$ cat src/rtl/segan_pkg.sv
// Shared types and constants for the SEGAN conv/deconv register-file unloaders.
package segan_pkg;

  localparam int unsigned DATA_W = 32;
  localparam int unsigned REG_N  = 31;

  typedef enum logic {
    ST_IDLE  = 1'b0,
    ST_SHIFT = 1'b1
  } state_t;

  // Number of two-word beats needed to stream n words.
  function automatic int unsigned beats(input int unsigned n);
    return (n + 1) / 2;
  endfunction

endpackage

$ cat src/rtl/reg_file_output.sv
// Parallel-in, dual-lane shift-out unloader: captures N_REG signed words, streams two per beat.
// Optional stall counter port stall_cnt enabled by defining REG_FILE_OUTPUT_PERF_EN.
module reg_file_output
  import segan_pkg::*;
#(
  parameter int unsigned WIDTH = DATA_W,
  parameter int unsigned N_REG = REG_N
) (
  input  logic                    clk,
  input  logic                    rst,
  input  logic                    load,
  output logic                    load_ready,
  input  logic [WIDTH*N_REG-1:0]  all_inputs,
  output logic signed [WIDTH-1:0] out_1,
  output logic signed [WIDTH-1:0] out_2,
  output logic                    out_valid,
  output logic                    out_2_valid,
  input  logic                    out_ready,
  output logic                    out_last
`ifdef REG_FILE_OUTPUT_PERF_EN
  ,
  output logic [15:0]             stall_cnt
`endif
);

  localparam int unsigned CNT_W = $clog2(N_REG + 1);

  state_t                  state_q, state_d;
  logic [CNT_W-1:0]        rem_q;
  logic signed [WIDTH-1:0] words_q  [N_REG];
  logic signed [WIDTH-1:0] in_words [N_REG];
  logic signed [WIDTH-1:0] shifted  [N_REG];
  logic                    transfer;
  logic                    final_beat;
  logic                    load_acc;
  logic                    has_two;

  // Unpack the flattened bank and precompute the two-word shifted view.
  for (genvar g = 0; g < N_REG; g++) begin : g_unpack
    assign in_words[g] = all_inputs[g*WIDTH +: WIDTH];
    if (g + 2 < N_REG) begin : g_shift
      assign shifted[g] = words_q[g+2];
    end else begin : g_zero
      assign shifted[g] = '0;
    end
  end

  always_comb begin
    state_d     = state_q;
    has_two     = (rem_q >= CNT_W'(2));
    out_valid   = (state_q == ST_SHIFT);
    transfer    = out_valid & out_ready;
    final_beat  = out_valid & (rem_q <= CNT_W'(2));
    load_ready  = (state_q == ST_IDLE) | (final_beat & transfer);
    load_acc    = load & load_ready;
    out_1       = words_q[0];
    out_2       = has_two ? words_q[1] : '0;
    out_2_valid = out_valid & has_two;
    out_last    = final_beat;
    if (load_acc) begin
      state_d = ST_SHIFT;
    end else if (final_beat && transfer) begin
      state_d = ST_IDLE;
    end
  end

  always_ff @(posedge clk or posedge rst) begin
    if (rst) begin
      state_q <= ST_IDLE;
    end else begin
      state_q <= state_d;
    end
  end

  // Word bank and remaining count; a load on the final beat wins over the clear.
  always_ff @(posedge clk or posedge rst) begin
    if (rst) begin
      rem_q <= '0;
      for (int unsigned i = 0; i < N_REG; i++) words_q[i] <= '0;
    end else if (load_acc) begin
      rem_q <= CNT_W'(N_REG);
      for (int unsigned i = 0; i < N_REG; i++) words_q[i] <= in_words[i];
    end else if (transfer) begin
      if (final_beat) begin
        rem_q <= '0;
        for (int unsigned i = 0; i < N_REG; i++) words_q[i] <= '0;
      end else begin
        rem_q <= rem_q - CNT_W'(2);
        for (int unsigned i = 0; i < N_REG; i++) words_q[i] <= shifted[i];
      end
    end
  end

`ifdef REG_FILE_OUTPUT_PERF_EN
  // Saturating count of back-pressured cycles for the current bank.
  always_ff @(posedge clk or posedge rst) begin
    if (rst) begin
      stall_cnt <= '0;
    end else if (load_acc) begin
      stall_cnt <= '0;
    end else if (out_valid && !out_ready && (stall_cnt != 16'hFFFF)) begin
      stall_cnt <= stall_cnt + 16'd1;
    end
  end
`endif

endmodule
$ cat config.mk
export PLATFORM = sky130hd
export DESIGN_NAME = reg_file_output
export DESIGN_NICKNAME = d
export VERILOG_FILES = /design/src/rtl/segan_pkg.sv /design/src/rtl/reg_file_output.sv
export SDC_FILE = /design/constraint.sdc
export NUM_CORES = 2
export LEC_CHECK = 0
export ABC_AREA = 1
export CELL_PAD_IN_SITES_DETAIL_PLACEMENT = 0
export CELL_PAD_IN_SITES_GLOBAL_PLACEMENT = 1
export CORE_AREA = 2 2 413 415
export CTS_CLUSTER_DIAMETER = 200
export DETAILED_ROUTE_END_ITERATION = 16
export DIE_AREA = 0 0 415 417
export GPL_TIMING_DRIVEN = 0
export PLACE_DENSITY_LB_ADDON = 0.1
export SYNTH_ARGS = -nofsm -noshare
export SYNTH_HDL_FRONTEND = slang
export SYNTH_SLANG_ARGS = --single-unit
export TNS_END_PERCENT = 50
$ cat constraint.sdc
create_clock -name clk -period 47.8 [get_ports clk]
set_clock_uncertainty 0.15 [all_clocks]
set_input_delay 4.78 -clock clk [delete_from_list [all_inputs] [get_ports clk]]
set_output_delay 4.78 -clock clk [all_outputs]
set_load 0.02 [all_outputs]
==> impl_metrics.env <==
export IMPL_outcome="finished clean"
export IMPL_dpl_cell_count=11757
export IMPL_crit_required_ps=42870
export IMPL_ir_worst_vdd_mv=0.0368
export IMPL_place_gp_congestion=0.939
export IMPL_synth_nets=9465
export IMPL_cts_resized=0
export IMPL_hold_viol=0
export IMPL_power_w=0.00412
export IMPL_synth_area_um2=56100
export IMPL_r2r_start="out_valid"
export IMPL_numPortBuffers=1062
export IMPL_reg2regPathDepth=9
export IMPL_layout_cells_non_filler=12025
export IMPL_slew_headroom_pct=19.9
export IMPL_synthSimpleGateAreaFrac_pct=43.3
export IMPL_layout_common_cells="3853 x nand2_1, 1924 x nand3_1, 1062 x clkdlybuf4s50_1"
export IMPL_hold_path_class="reg2reg"
export IMPL_antenna_found_initial=71
export IMPL_htree_levels=4
export IMPL_drt_initial_drc_count=4679
export IMPL_rsz0062_at_grt="false"
export IMPL_crit_fanout=10
export IMPL_cts_tree="done"
export IMPL_wl_per_cell_um=21.2
export IMPL_synth_area_top_cells="dfrtp_1 45%, nand2_1 26%, nand3_1 17%, inv_1 6.5%, clkbuf_1 2.1%"
export IMPL_cts_root_buf="clkbuf_16"
export IMPL_grt_max_degree=120
export IMPL_synthCells=8468
export IMPL_dieWidth_um=415
export IMPL_yosysTopAreaCellShare_pct=44.5
export IMPL_gr_usage_all_layers_pct=28.9
export IMPL_cp_end_kind="output pin"
export IMPL_via_count=58742
export IMPL_dp_hpwl_um=205000
export IMPL_cts_hold_buf=0
export IMPL_p_per_area_nw_per_um2=55.6
export IMPL_maxCapViolCount=0
export IMPL_synth_fa_ha_area_share_pct=0.0223
export IMPL_viasPerCell=4.88
export IMPL_ys_types=21
export IMPL_die_h_um=417
export IMPL_grt_overflow_total=0
export IMPL_setup_viol=0
export IMPL_ant_nets=0
export IMPL_r2r_end="shifted[620]"
export IMPL_yosys_warnings=0
export IMPL_cts_sinks=998
export IMPL_crit_arrival_ps=7560
export IMPL_seq_area_frac_synth_pct=44.5
export IMPL_tightest_slew_ps=1200
export IMPL_synth_xor_area_share_pct=0.0156
export IMPL_clk_latency_ps=770
export IMPL_crit_path_end="load_ready"
export IMPL_whs_ps=326
export IMPL_p_leak_nw=41.9
export IMPL_wl_um=255000
export IMPL_grt_pass1_wl_um=371000
export IMPL_ctsLongestPathBuffers=3
export IMPL_fp_dieArea_um2=173000
export IMPL_drc_errors=0
export IMPL_period_share_pct=26.1
export IMPL_grt_pass1_vias=58792
export IMPL_postSynthAreaPerCell_um2=6.62
export IMPL_ys_seq_elements=998
export IMPL_layout_drive_gt1_share_pct=5.27
export IMPL_clkSlewWorstSetupHoldPaths_ps=50
export IMPL_layout_cells_most_common="nand2_1"
export IMPL_yosysTopAreaCell="dfrtp_1"
export IMPL_cp_startpoint="out_ready"
export IMPL_numCtsBuffers=131
export IMPL_cts_setup_buffers=0
export IMPL_fmax_mhz=80.1
export IMPL_synth_top_family_by_area="simple AND/OR/NAND/NOR gates"
export IMPL_min_path_cells=2
export IMPL_start_util_pct=33.3
export IMPL_min_period_ps=12490
export IMPL_drtPass1Iterations=7
export IMPL_fin_setup_tns_ps=0
export IMPL_synthMuxAreaShare_pct=0
export IMPL_final_nets=10669
export IMPL_slew_violations=0
export IMPL_critical_path_class="in2out"
export IMPL_core_area_um2=169000
export IMPL_start_kind="input pin"
export IMPL_row_count=151
export IMPL_pin_count=1064
export IMPL_area_growth_pct=32.2
export IMPL_synth_compound_area_share_pct=0.0915
export IMPL_rrSetupSlack_ps=44550
==> logic make-up (layout without fill, tap and decap cells) <==
| kind of cell | Yosys count | in the layout |
|---|---|---|
| compound gates | 7 | 7 |
| xor+xnor | 1 | 1 |
| fa+ha+maj | 1 | 1 |
| buf+inv | 1645 | 2945 |
| flops | 998 | 998 |
| other cells | 0 | 39 |
| simple gates | 5816 | 5816 |
==> per-stage QoR <==
stage | worst slack (ps) | instance area (um2) | utilization (%)
floorplan | 14790 | 56100 | -
global placement | 1670 | 69500 | 41.2
detailed placement | 35220 | 69700 | 41.4
CTS | 35220 | 74100 | 43.9
global route | 35250 | 74100 | 44.0
finish | 35310 | 74200 | 44.0
==> routing by layer <==
layer	share of wire [%]	track usage (%)	vias up	wire (um)
met5	0.014	0	-	35
met4	4.5	13.3	6	11500
met3	4.1	3.52	412	10400
met2	51	51.0	1618	129000
met1	41	35.0	28265	104000
li1	-	-	28441	-
==> worst min-delay path by stage <==
stage	start	to	slack, ps
floorplan	words_q[928]	words_q[928]	300
global placement	shifted[447]	shifted[447]	310
detailed placement	shifted[959]	shifted[959]	320
CTS	shifted[388]	shifted[388]	330
global route	shifted[142]	shifted[142]	340
finish	words_q[928]	words_q[928]	330
==> critical path, stage by stage <==
cell	delay, ps
clkdlybuf4s50_1	450
nand2_1	110
inv_2	180
nand2_2	100
nand2_4	110
buf_4	390
buf_4	370
buf_2	370
clkdlybuf4s50_1	670
==> final cells by class <==
type                       count  area (um2)
clock inverter                37         418
multi-input combinational   5825       24300
inverter                     970        3650
sequential                   998       25000
clock buffer                 192        3900
fill                       18424       94400
buffer                       675        3130
tap                         2218        2780
antenna                       39        97.6
timing repair buffer        1071       10900
==> cell usage after synthesis (all sizes together) <==
library cell,instances
xor2,1
o21ai,2
nand2,3856
clkbuf,321
inv,970
dfrtp,998
nor2,35
a22oi,2
nand4,1
buf,354
nand3,1924
a21oi,3
ha,1
==> state kept, by name (all words and copies together) (netlist names) <==
signal,cells
words_q,32
shifted,928
out_valid,1
out_1,32
rem_q,5
==> where the power goes <==
group / leakage [nW] / internal (W) / total, W / switching [W]
clock network: 2.13 / 0.000598 / 0.00100 / 0.000405
registers: 12.9 / 0.00119 / 0.00141 / 0.000222
logic: 26.8 / 0.000601 / 0.00171 / 0.00111
(Power assumes the default switching activity.)
